$ cat src/rtl/result_history_buffer_if.sv
// ---------------------------------------------------------------------------
// result_history_buffer_if
//
// Purpose: groups the capture/control inputs and the display outputs of the
// result history buffer into one bundle.
//
// Signals:
//   capture_valid  - one-cycle strobe, accumulator loaded a new value
//   capture_data   - accumulator value to store (DATA_W bits)
//   clear          - synchronous clear of the history, active-high
//   step_n         - raw push-button, active-low, asynchronous to the clock
//   view_data      - registered, currently selected history entry
//   view_index     - age of the selected entry (0 = newest)
//   count          - number of valid entries, 0..DEPTH
//   empty / full   - count == 0 / count == DEPTH
//   overflow       - sticky, an entry was overwritten since reset/clear
//
// Modports: master drives the inputs and observes the outputs; slave is the
// buffer itself.
// ---------------------------------------------------------------------------
interface result_history_buffer_if #(
    parameter int DATA_W = 8,
    parameter int PTR_W  = 3
);
    logic              capture_valid;
    logic [DATA_W-1:0] capture_data;
    logic              clear;
    logic              step_n;
    logic [DATA_W-1:0] view_data;
    logic [PTR_W-1:0]  view_index;
    logic [PTR_W:0]    count;
    logic              empty;
    logic              full;
    logic              overflow;

    modport master (
        output capture_valid, capture_data, clear, step_n,
        input  view_data, view_index, count, empty, full, overflow
    );

    modport slave (
        input  capture_valid, capture_data, clear, step_n,
        output view_data, view_index, count, empty, full, overflow
    );
endinterface

$ cat src/rtl/result_history_buffer.sv
// ---------------------------------------------------------------------------
// result_history_buffer
//
// Purpose: keeps a circular history of the last DEPTH accumulator values.
// A push-button steps backwards through the history (wrapping back to the
// newest entry); every new capture snaps the view back to the newest value.
// When the buffer is full the oldest entry is overwritten and a sticky
// overflow flag is raised.
//
// Ports:
//   CLK    - system clock, all state updates on the rising edge
//   reset  - asynchronous active-low reset
//   bus    - result_history_buffer_if slave modport (capture inputs, clear,
//            step button, view/count/status outputs)
// ---------------------------------------------------------------------------
module result_history_buffer #(
    parameter int DATA_W = 8,
    parameter int DEPTH  = 8,
    parameter int PTR_W  = 3
) (
    input  logic                   CLK,
    input  logic                   reset,
    result_history_buffer_if.slave bus
);

    localparam logic [PTR_W:0]   DEPTH_CNT = (PTR_W + 1)'(DEPTH);
    localparam logic [PTR_W:0]   CNT_ONE   = (PTR_W + 1)'(1);
    localparam logic [PTR_W-1:0] PTR_ONE   = PTR_W'(1);

    // Storage is deliberately not reset; count == 0 masks its contents.
    logic [DATA_W-1:0] mem [DEPTH];

    logic [PTR_W-1:0]  wr_ptr_q,     wr_ptr_d;
    logic [PTR_W:0]    count_q,      count_d;
    logic [PTR_W-1:0]  view_index_q, view_index_d;
    logic [DATA_W-1:0] view_data_q,  view_data_d;
    logic              overflow_q,   overflow_d;

    // Three-flop button synchroniser; all flops idle high (released).
    logic step_s1_q, step_s2_q, step_s3_q;
    logic step_pulse;

    logic             do_write;
    logic [PTR_W-1:0] rd_addr;

    // Falling edge of the synchronised button: one pulse per press.
    assign step_pulse = step_s3_q & ~step_s2_q;

    always_comb begin
        wr_ptr_d     = wr_ptr_q;
        count_d      = count_q;
        view_index_d = view_index_q;
        overflow_d   = overflow_q;
        do_write     = 1'b0;

        if (bus.clear) begin
            wr_ptr_d     = '0;
            count_d      = '0;
            view_index_d = '0;
            overflow_d   = 1'b0;
        end else if (bus.capture_valid) begin
            do_write     = 1'b1;
            wr_ptr_d     = wr_ptr_q + PTR_ONE;
            view_index_d = '0;
            if (count_q == DEPTH_CNT) begin
                overflow_d = 1'b1;
            end else begin
                count_d = count_q + CNT_ONE;
            end
        end else if (step_pulse && (count_q != '0)) begin
            // Oldest valid entry wraps the view back to the newest one.
            if ({1'b0, view_index_q} == (count_q - CNT_ONE)) begin
                view_index_d = '0;
            end else begin
                view_index_d = view_index_q + PTR_ONE;
            end
        end

        rd_addr = wr_ptr_d - PTR_ONE - view_index_d;

        // A capture is shown in the same cycle it is written, so bypass the
        // storage array rather than read the not-yet-written location.
        if (do_write) begin
            view_data_d = bus.capture_data;
        end else if (count_d == '0) begin
            view_data_d = '0;
        end else begin
            view_data_d = mem[rd_addr];
        end
    end

    always_ff @(posedge CLK) begin
        if (do_write) begin
            mem[wr_ptr_q] <= bus.capture_data;
        end
    end

    always_ff @(posedge CLK or negedge reset) begin
        if (!reset) begin
            wr_ptr_q     <= '0;
            count_q      <= '0;
            view_index_q <= '0;
            view_data_q  <= '0;
            overflow_q   <= 1'b0;
            step_s1_q    <= 1'b1;
            step_s2_q    <= 1'b1;
            step_s3_q    <= 1'b1;
        end else begin
            wr_ptr_q     <= wr_ptr_d;
            count_q      <= count_d;
            view_index_q <= view_index_d;
            view_data_q  <= view_data_d;
            overflow_q   <= overflow_d;
            step_s1_q    <= bus.step_n;
            step_s2_q    <= step_s1_q;
            step_s3_q    <= step_s2_q;
        end
    end

    assign bus.view_data  = view_data_q;
    assign bus.view_index = view_index_q;
    assign bus.count      = count_q;
    assign bus.overflow   = overflow_q;
    assign bus.empty      = (count_q == '0);
    assign bus.full       = (count_q == DEPTH_CNT);

endmodule

$ cat src/flat_wrapper.sv
// flat-port wrapper written by rule: the top's interface ports become plain ports
module result_history_buffer_flat 
#(
    parameter int DATA_W = 8,
    parameter int DEPTH  = 8,
    parameter int PTR_W  = 3
)
  (CLK, reset, bus_capture_valid, bus_capture_data, bus_clear, bus_step_n, bus_view_data, bus_view_index, bus_count, bus_empty, bus_full, bus_overflow);
  result_history_buffer_if #(.DATA_W(DATA_W), .PTR_W(PTR_W)) bus_i ();
  input  logic CLK;
  input  logic reset;
  input wire logic [$bits(bus_i.capture_valid)-1:0] bus_capture_valid;
  input wire logic [$bits(bus_i.capture_data)-1:0] bus_capture_data;
  input wire logic [$bits(bus_i.clear)-1:0] bus_clear;
  input wire logic [$bits(bus_i.step_n)-1:0] bus_step_n;
  output wire logic [$bits(bus_i.view_data)-1:0] bus_view_data;
  output wire logic [$bits(bus_i.view_index)-1:0] bus_view_index;
  output wire logic [$bits(bus_i.count)-1:0] bus_count;
  output wire logic [$bits(bus_i.empty)-1:0] bus_empty;
  output wire logic [$bits(bus_i.full)-1:0] bus_full;
  output wire logic [$bits(bus_i.overflow)-1:0] bus_overflow;
  assign bus_i.capture_valid = bus_capture_valid;
  assign bus_i.capture_data = bus_capture_data;
  assign bus_i.clear = bus_clear;
  assign bus_i.step_n = bus_step_n;
  assign bus_view_data = bus_i.view_data;
  assign bus_view_index = bus_i.view_index;
  assign bus_count = bus_i.count;
  assign bus_empty = bus_i.empty;
  assign bus_full = bus_i.full;
  assign bus_overflow = bus_i.overflow;
  result_history_buffer #(.DATA_W(DATA_W), .DEPTH(DEPTH), .PTR_W(PTR_W)) u_core (.CLK(CLK), .reset(reset), .bus(bus_i));
endmodule
$ cat config.mk
export PLATFORM = sky130hd
export DESIGN_NAME = result_history_buffer_flat
export DESIGN_NICKNAME = d
export VERILOG_FILES = /design/src/rtl/result_history_buffer_if.sv /design/src/rtl/result_history_buffer.sv /design/src/flat_wrapper.sv
export SDC_FILE = /design/constraint.sdc
export NUM_CORES = 1
export LEC_CHECK = 0
export BUFFER_PORTS_ARGS = -buffer_cell sky130_fd_sc_hd__buf_2
export CAP_MARGIN = 5
export CORE_ASPECT_RATIO = 1.2
export CORE_MARGIN = 3
export CORE_UTILIZATION = 45
export DETAILED_ROUTE_END_ITERATION = 8
export RECOVER_POWER = 25
export SYNTH_ARGS = -nofsm -noshare
export SYNTH_HDL_FRONTEND = slang
export SYNTH_SLANG_ARGS = --single-unit
$ cat constraint.sdc
create_clock -name CLK -period 6 [get_ports CLK]
set_clock_uncertainty 0.1 [all_clocks]
set_input_delay 0.6 -clock CLK [delete_from_list [all_inputs] [get_ports CLK]]
set_output_delay 0.6 -clock CLK [all_outputs]
set_load 0.05 [all_outputs]
==> results.cfg, run 1 <==
[global_routing]
overflow = 0
grt_pass1_wl_um = 10800
antenna_found_initial = 0
grt_pass1_vias = 1937
grt_use_total_pct = 17.0
grt_max_degree = 23

[yosys]
ys_types = 33
synth_area_leader_cell = edfxtp_1
synth-async-reset-ratio_pct = 25.6
syn_area_um2 = 3550
ys_ff_latch = 86
yosysTopAreaCellShare_pct = 54.2
syn_area_per_cell_um2 = 17.6
synth_edf_count = 64
synth_ff_type = edfxtp_1
yosysSeqAreaShare_pct = 69.8
ys_warn_count = 0
synth_nets = 221
syn-instance-count = 202
synthTopCellsByArea = edfxtp_1 (54%), dfrtp_1 (13%), mux4_2 (10%)

[cts]
postCtsResizedCells = 0
cts_tree = yes
postCtsHoldBufs = 0
cts_max_level = 3
clkSinkCount = 86
ctsRootBufferMaster = clkbuf_8
numCtsBuffers = 9
worst_skew_pair.late_latency_ps = 350
clock_path_buffers = 2
cts_setup_buffers = 0
cts.clk_slew.worst_paths_ps = 90

[layout]
num-nets-final = 256
area_growth_syn_to_layout_pct = 13.9
final_util_pct = 54.3
design_area_um2 = 4040
multiInputGateArea_um2 = 1040
fillCellCount = 598
most-common-layout-cells = edfxtp_1 (64), buf_2 (22), dfrtp_1 (19), mux4_2 (16)
n_antenna_cell = 0
drive_above_1_share_pct = 29.3
regArea_um2 = 2480
mostFrequentLayoutCell = edfxtp_1

[placement]
placed_area_um2 = 3810
dp_slack_ps = 1990
gp_congestion = 0.752
io_buffers = 30
hpwlAfterDp_um = 4120

[worst_setup_path]
cp-start-kind = register
r2r-start = u_core.bus.count[0]$_DFF_PN0_
cp_common_cell = ha_1
crit_buf_inv = 1
crit_path_end_kind = register
slowest_delay_ps = 1020
worstSetupPathType = register to register
crit_path_cell_trace = inv_1 -> ha_1 -> xor2_1 -> xnor2_1 -> a311o_1 -> or2_2 -> ha_1 -> fa_1 -> mux4_2 -> mux2i_1 -> o21ai_1
rr_endpoint = u_core.bus.view_data[6]$_DFF_PN0_
worstRegToRegCells = 11
ff2ff_setup_slack_ps = 2070
path_max_fanout = 16
crit_required_ps = 6140
critPathTopFamily = adder cells
cp_slowest_cell = fa_1
arrival_ps = 4070

[floorplan]
rows = 34
core_area_um2 = 7440
dieHeight_um = 103
die_area_um2 = 8990
die_x_um = 87.1
ioPinCount = 31
start_util_pct = 47.6

[timing]
fin_setup_tns_ps = 0
setup_ws_ps = 2070
clock.fmax_mhz = 254
relSlewSlack_pct = 12.7
finalMaxSlewViolations = 0
fin_crit_sh_pct = 65.5
worst_slew_pin_slew_ps = 1310
period_needed_ps = 3930
rsz0062_at_grt = no
setup_viol_count_final = 0
final_hold_viol_count = 0
hold-worst-slack_ps = 244

[routing]
drtIter0Drc = 139
num_vias = 1796
viasPerCell = 5.41
totalWireLength_um = 6720
drc = 0
wl_per_cell_um = 20.2
ant_nets = 0
first_pass_iters = 4

[power_and_ir_drop]
swShare_pct = 24.5
switching_power_mw = 0.326
leakagePower_nw = 1.47
clkPwrFrac_pct = 36.0
seqPwrFrac_pct = 50.3
power.density_cell_area_nw_per_um2 = 330
pwr-share-comb_pct = 13.8
peakVddDrop_v = 0.000172
p_int_mw = 1.01

[status]
outcome = complete, no violations

[hold_path]
worstHoldEndpoint = u_core.step_s1_q$_DFF_PN1_
min_path_type = primary input to register
worstHoldStart = bus_step_n
hold_depth = 1

[flow_run]
drv_cap = 0
[per-stage QoR]
| stage | cells | power [mW] |
|---|---|---|
| 2_1_floorplan | 202 | 0.819 |
| 5_1_grt | 332 | 1.39 |
| 6_report | 332 | 1.33 |
| 4_1_cts | 332 | 1.35 |
| 3_5_place_dp | 316 | 0.872 |
| 3_3_place_gp | 316 | 0.869 |
[flip-flops by register name, summed over array words and instances (netlist names)]
| name | cells |
|---|---|
| u_core.bus.view_index | 3 |
| u_core.mem | 64 |
| u_core.step_s2_q | 1 |
| u_core.wr_ptr_q | 3 |
| u_core.step_s3_q | 1 |
| u_core.bus.overflow | 1 |
| u_core.bus.count | 4 |
| u_core.step_s1_q | 1 |
| u_core.bus.view_data | 8 |
[synthesized netlist by cell type (2+ instances only)]
library cell and number:
clkbuf_1 5, inv_1 4, xnor2_1 8, nand2b_1 4, dfrtp_1 19, nor3_1 4
mux4_2 16, nand2_1 13, or2_2 2, mux2i_1 11, xor2_1 3, nor3b_1 2
buf_2 2, o21ai_1 8, nor2_1 13, dfstp_2 3, ha_1 5, edfxtp_1 64
a21oi_1 2
[kinds of logic after synthesis]
group / after synthesis / synth area share [%]
buffers and inverters: 12 / 1.55
AO/OA/AOI/OAI: 13 / 2.29
XOR/XNOR: 13 / 3.95
adder cells (fa/ha/maj): 6 / 2.33
multiplexers: 27 / 13.3
flip-flops: 86 / 69.8
AND/OR/NAND/NOR: 45 / 6.81
[metal layers]
layer | global-route usage [%] | part of all wire, %
met1 | 21.6 | 43
met2 | 29.0 | 52
met3 | 3.09 | 3.7
met4 | 6.47 | 1.3
met5 | 0 | 0
[layout make-up]
type / count / share of cell area (%)
flip-flops and latches: 86 / 61.3
multi-input cells: 104 / 25.8
repair buffers: 32 / 3.84
clock buffers: 11 / 3.25
inverters: 4 / 0.372
clock inverters: 5 / 2.63
well taps: 90 / 2.79
[power groups by stage]
stage / registers (mW) / logic [mW] / clock network (mW)
global placement: 0.682 / 0.186 / 0
floorplan: 0.715 / 0.104 / 0
CTS: 0.670 / 0.189 / 0.490
global route: 0.673 / 0.202 / 0.513
finish: 0.670 / 0.184 / 0.480
detailed placement: 0.683 / 0.189 / 0
[worst reg2reg max path, stage by stage, from the launching register on]
cell	delay, ps
dfrtp_1	490
inv_1	110
ha_1	250
xor2_1	180
xnor2_1	130
a311o_1	370
or2_2	320
ha_1	210
fa_1	1030
mux4_2	410
mux2i_1	140
o21ai_1	80
[worst max path at each step]
stage / start / endpoint / cells past startpoint
floorplan: u_core.bus.count[0]$_DFF_PN0_ / u_core.bus.view_data[5]$_DFF_PN0_ / 13
global route: u_core.bus.count[0]$_DFF_PN0_ / u_core.bus.view_data[5]$_DFF_PN0_ / 10
global placement: u_core.bus.count[0]$_DFF_PN0_ / u_core.bus.view_data[2]$_DFF_PN0_ / 11
CTS: u_core.bus.count[0]$_DFF_PN0_ / u_core.bus.view_data[6]$_DFF_PN0_ / 11
detailed placement: u_core.bus.count[0]$_DFF_PN0_ / u_core.bus.view_data[6]$_DFF_PN0_ / 11
finish: u_core.bus.count[0]$_DFF_PN0_ / u_core.bus.view_data[6]$_DFF_PN0_ / 11
Power figures use the tool's default switching activity.
==> run 2: changes to the inputs <==
clock period = 3.7 ns   (was 6 ns; I/O delays follow)
==> run 2 against run 1 <==
  * Count of clock-buffer cells in the layout down 1
  * First-iteration DRC count up 19%
  * Setup slack worse by 1700 ps
  * Flip-flop and latch count unchanged
  * Combinational power up 72%
  * Sequential share of layout area down 1.6 points
  * Global-route usage down 0.84 points
  * Sequential power up 63%
  * Via count up 4.2%
  * Die area unchanged
  * Wire length down 2.6%
  * Critical endpoint is now u_core.bus.view_data[1]$_DFF_PN0_
  * Highest routed layer unchanged
==> results.cfg, run 2 (synthesis gave the netlist of run 1 again) <==
[placement]
dp_slack_ps = 330
gp_congestion = 0.769
hpwlAfterDp_um = 4440
io_buffers = 30

[routing]
first_pass_iters = 4
num_vias = 1871
viasPerCell = 5.41
drtIter0Drc = 166
ant_nets = 0
drc = 0
totalWireLength_um = 6550
wl_per_cell_um = 18.9

[cts]
postCtsResizedCells = 0
numCtsBuffers = 9
ctsRootBufferMaster = clkbuf_8
cts_tree = yes
cts_max_level = 3
cts_setup_buffers = 0
cts.clk_slew.worst_paths_ps = 80
clock_path_buffers = 2
worst_skew_pair.late_latency_ps = 350
clkSinkCount = 86

[layout]
n_antenna_cell = 0
largest_reg_flops = 64
regMostFlops = u_core.mem
mostFrequentLayoutCell = edfxtp_1
drive_above_1_share_pct = 33.2
most-common-layout-cells = edfxtp_1 (64), buf_2 (23), dfrtp_1 (17), mux4_2 (16)
final_util_pct = 55.8
area_growth_syn_to_layout_pct = 17.1
num-nets-final = 270

[power_and_ir_drop]
seqPwrFrac_pct = 51.6
p_int_mw = 1.58
switching_power_mw = 0.527
pwr-share-comb_pct = 15.0
power.density_cell_area_nw_per_um2 = 507
swShare_pct = 25.0
clkPwrFrac_pct = 33.4
peakVddDrop_v = 0.000374
leakagePower_nw = 1.54

[global_routing]
grt_max_degree = 23
grt_use_total_pct = 16.1
grt_pass1_wl_um = 10300
grt_pass1_vias = 1864
overflow = 0
antenna_found_initial = 0

[worst_setup_path]
cp_slowest_cell = dfrtp_2
slowest_delay_ps = 470
crit_required_ps = 3820
r2r-start = u_core.bus.count[0]$_DFF_PN0_
path_max_fanout = 8
critPathLaunch = u_core.bus.count[0]$_DFF_PN0_
arrival_ps = 3470
crit_path_cell_trace = inv_2 -> ha_4 -> xnor2_1 -> nor4_2 -> a311o_1 -> or2_4 -> ha_4 -> fa_1 -> xnor2_1 -> xnor2_4 -> mux2i_1 -> o21ai_1
crit_buf_inv = 1
worstRegToRegCells = 12
crit_end = u_core.bus.view_data[1]$_DFF_PN0_
crit_cells = 12
critPathTopFamily = XOR/XNOR gates
ff2ff_setup_slack_ps = 350
cp-start-kind = register
rr_endpoint = u_core.bus.view_data[1]$_DFF_PN0_
crit_path_end_kind = register
worstSetupPathType = register to register

[floorplan]
ioPinCount = 31
core_area_um2 = 7440
rows = 34
die_x_um = 87.1
die_area_um2 = 8990
dieHeight_um = 103
start_util_pct = 47.6

[hold_path]
worstHoldStart = bus_capture_data[3]
min_path_type = primary input to register

[timing]
fin_crit_sh_pct = 90.6
worst_slew_pin_slew_ps = 881
relSlewSlack_pct = 40.8
setup_ws_ps = 347
hold-worst-slack_ps = 224
rsz0062_at_grt = no
finalMaxSlewViolations = 0
fin_setup_tns_ps = 0
setup_viol_count_final = 0
final_hold_viol_count = 0
period_needed_ps = 3350
clock.fmax_mhz = 298

[status]
outcome = complete, no violations

[flow_run]
drv_cap = 0
==> run 2: cell types whose count changed in the layout (fill, tap and decap cells not counted), sizes merged <==
cell / previous run / this run
clkbuf: 19 / 17
dlygate4sd3: 0 / 2
buf: 24 / 37
bufinv: 3 / 2
clkinv: 0 / 3
clkinvlp: 1 / 0
==> run 2: final cells by class <==
class                      instances  area, um^2
timing repair buffer              46         279
clock buffer                      10         128
inverter                           4        15.0
multi-input combinational        104        1060
clock inverter                     6        85.1
fill                             606        3290
sequential                        86        2480
tap                               90         113
==> run 2: power groups by stage <==
stage          Sequential (mW)  Clock (mW)  Combinational, mW
5_1_grt                   1.09       0.762              0.344
3_3_place_gp              1.11           0              0.322
4_1_cts                   1.09       0.720              0.325
3_5_place_dp              1.11           0              0.321
2_1_floorplan             1.16           0              0.186
6_report                  1.09       0.703              0.317
==> run 2: routing by layer <==
layer / track usage [%] / vias to the layer above / wire, um
met5: 0 / - / 0
met4: 6.12 / 0 / 102
met3: 3.65 / 10 / 252
met2: 26.5 / 44 / 3290
met1: 21.0 / 957 / 2910
li1: - / 860 / -
==> run 2: timing repair <==
action                                 CTS  global route
endpoints found under the hold margin   20             0
hold buffers                             2             0
setup endpoints to repair                0             0
==> run 2: metrics by stage <==
stage                     total power [mW]  area (um^2)  std cells
after detailed placement              1.43         3930        328
final                                 2.11         4150        346
after floorplan                       1.35         3610        202
after global routing                  2.20         4150        346
after CTS                             2.13         4160        346
after global placement                1.43         3930        328
==> run 2: worst min-delay path by stage <==
| stage | to | slack (ps) | cells past startpoint |
|---|---|---|---|
| after detailed placement | u_core.step_s2_q$_DFF_PN1_ | 250 | 0 |
| after floorplan | u_core.bus.count[0]$_DFF_PN0_ | -30 | 0 |
| final | u_core.mem[7][3]$_DFFE_PP_ | 220 | 1 |
| after global placement | u_core.step_s2_q$_DFF_PN1_ | 250 | 0 |
| after global routing | u_core.bus.overflow$_DFFE_PN0P_ | 240 | 2 |
| after CTS | u_core.mem[6][5]$_DFFE_PP_ | 190 | 1 |
==> run 2: worst register-to-register path: cells and delay by family, from the launching register on <==
family                     cells  cell delay, ps
AOI/OAI and AO/OA              2             440
adders and majority gates      3             730
buffers and inverters          1             100
muxes                          1             250
and+or+nand+nor                2             340
DFF                            1             470
xor gates and xnor gates       3             810
==> run 3: changes to the inputs <==
CTS_BUF_LIST = sky130_fd_sc_hd__clkbuf_8   (was default)
PLACE_DENSITY_LB_ADDON = 0.25   (was default)
SLEW_MARGIN = 20   (was default)
==> run 3 against run 2 <==
  * Via count fell by 2.5%
  * Flip-flop and latch count did not move
  * Fmax rose by 0.11%
  * Setup slack improved by 3.5 ps
  * Sequential power barely moved
  * Die area did not move
  * Count of clock-buffer cells in the layout fell by 1
  * Sequential share of layout area rose by 1.2 points
  * Worst hold slack improved by 12 ps
  * Clock power fell by 23%
  * Wire length fell by 0.37%
  * Final area fell by 1.9%
  * Critical path type unchanged
  * Largest cell class unchanged
==> results.cfg, run 3 (synthesis gave the netlist of run 1 again) <==
[status]
outcome = complete, no violations

[routing]
drc = 0
num_vias = 1825
wl_per_cell_um = 19.0
viasPerCell = 5.32
totalWireLength_um = 6520
ant_nets = 0
drtIter0Drc = 113
first_pass_iters = 4

[layout]
area_growth_syn_to_layout_pct = 14.9
largest_reg_flops = 64
num-nets-final = 267
instances_no_fill = 343
regMostFlops = u_core.mem
final_util_pct = 54.7
most-common-layout-cells = edfxtp_1 (64), buf_2 (22), dfrtp_1 (17), mux4_2 (16)
drive_above_1_share_pct = 31.6
n_antenna_cell = 0
mostFrequentLayoutCell = edfxtp_1
design_area_um2 = 4070

[power_and_ir_drop]
power.density_cell_area_nw_per_um2 = 477
pwr-share-comb_pct = 16.3
clkPwrFrac_pct = 27.8
seqPwrFrac_pct = 55.9
peakVddDrop_v = 0.000297
leakagePower_nw = 1.50
p_int_mw = 1.43
finalPower_mw = 1.94
swShare_pct = 26.3
switching_power_mw = 0.511

[floorplan]
die_area_um2 = 8990
die_x_um = 87.1
start_util_pct = 47.6
ioPinCount = 31
rows = 34
dieHeight_um = 103
core_area_um2 = 7440

[placement]
dp_slack_ps = 327
io_buffers = 30
gp_congestion = 0.782
placed_area_um2 = 3910
dp.cells = 325
hpwlAfterDp_um = 4320

[worst_setup_path]
crit_path_end_kind = register
arrival_ps = 3490
crit_required_ps = 3840
cp-start-kind = register
worstSetupPathType = register to register
path_max_fanout = 8

[hold_path]
min_path_type = primary input to register

[timing]
hold-worst-slack_ps = 236
fin_crit_sh_pct = 90.5
finalMaxSlewViolations = 0
setup_viol_count_final = 0
final_hold_viol_count = 0
relSlewSlack_pct = 56.0
rsz0062_at_grt = no
clock.fmax_mhz = 299
period_needed_ps = 3350
setup_ws_ps = 351
worst_slew_pin_slew_ps = 655
fin_setup_tns_ps = 0

[cts]
numCtsBuffers = 9
postCtsResizedCells = 0
cts.clk_slew.worst_paths_ps = 80
cts_tree = yes
clkSinkCount = 86
worst_skew_pair.late_latency_ps = 350
clock_path_buffers = 2
ctsRootBufferMaster = clkbuf_8
cts_max_level = 3

[global_routing]
grt_pass1_vias = 1876
grt_use_total_pct = 16.1
overflow = 0
grt_pass1_wl_um = 10200
antenna_found_initial = 0
grt_max_degree = 23

[flow_run]
drv_cap = 0
## run 3: changes by cell type in the layout (fill, tap and decap cells not counted), sizes merged
cell      previous run  this run
clkinvlp             0         1
bufinv               2         0
buf                 37        33
clkinv               3         5
## run 3: critical path: stages (launching register included)
cell and delay (ps):
dfrtp_2 460, inv_2 100, ha_4 140, nor3b_4 250, nor4_2 60, a311o_1 370, or2_4 260, ha_4 160
fa_1 380, xnor2_1 370, xnor2_4 260, mux2i_1 260, o21ai_1 80
## run 3: final timing paths
kind	from	endpoint	slack [ps]	cells past startpoint
setup / recovery	u_core.bus.count[0]$_DFF_PN0_	u_core.bus.view_data[6]$_DFF_PN0_	350	12
hold / removal	bus_clear	u_core.bus.overflow$_DFFE_PN0P_	240	2
setup reg to reg	u_core.bus.count[0]$_DFF_PN0_	u_core.bus.view_data[6]$_DFF_PN0_	350	12
hold reg to reg	u_core.step_s1_q$_DFF_PN1_	u_core.step_s2_q$_DFF_PN1_	260	0
max in group asynchronous	reset	u_core.bus.count[0]$_DFF_PN0_	2710	2
min in group asynchronous	reset	u_core.bus.view_data[7]$_DFF_PN0_	420	2
## run 3: layout make-up
class	count	area [um^2]
flip-flops and latches	86	2480
fillers	616	3370
repair buffers	43	255
clock buffers	9	124
well taps	90	113
clock inverters	7	32.5
inverters	4	15.0
multi-input cells	104	1060
## run 3: what timing repair did
action	4_1_cts	5_1_grt
hold buffers	1	1
endpoints found under the setup margin	0	0
setup buffers	0	0
hold endpoints to repair	19	1
## run 3: power by group through the flow
stage	logic, mW	registers (mW)	clock network, mW
4_1_cts	0.324	1.09	0.554
6_report	0.317	1.09	0.539
2_1_floorplan	0.186	1.16	0
5_1_grt	0.344	1.09	0.599
3_5_place_dp	0.323	1.11	0
3_3_place_gp	0.321	1.11	0
## run 3: metal layers
layer	global-route usage (%)	wire length [um]
met1	19.3	2720
met2	27.6	3380
met3	3.72	332
met4	7.19	86
met5	0	0
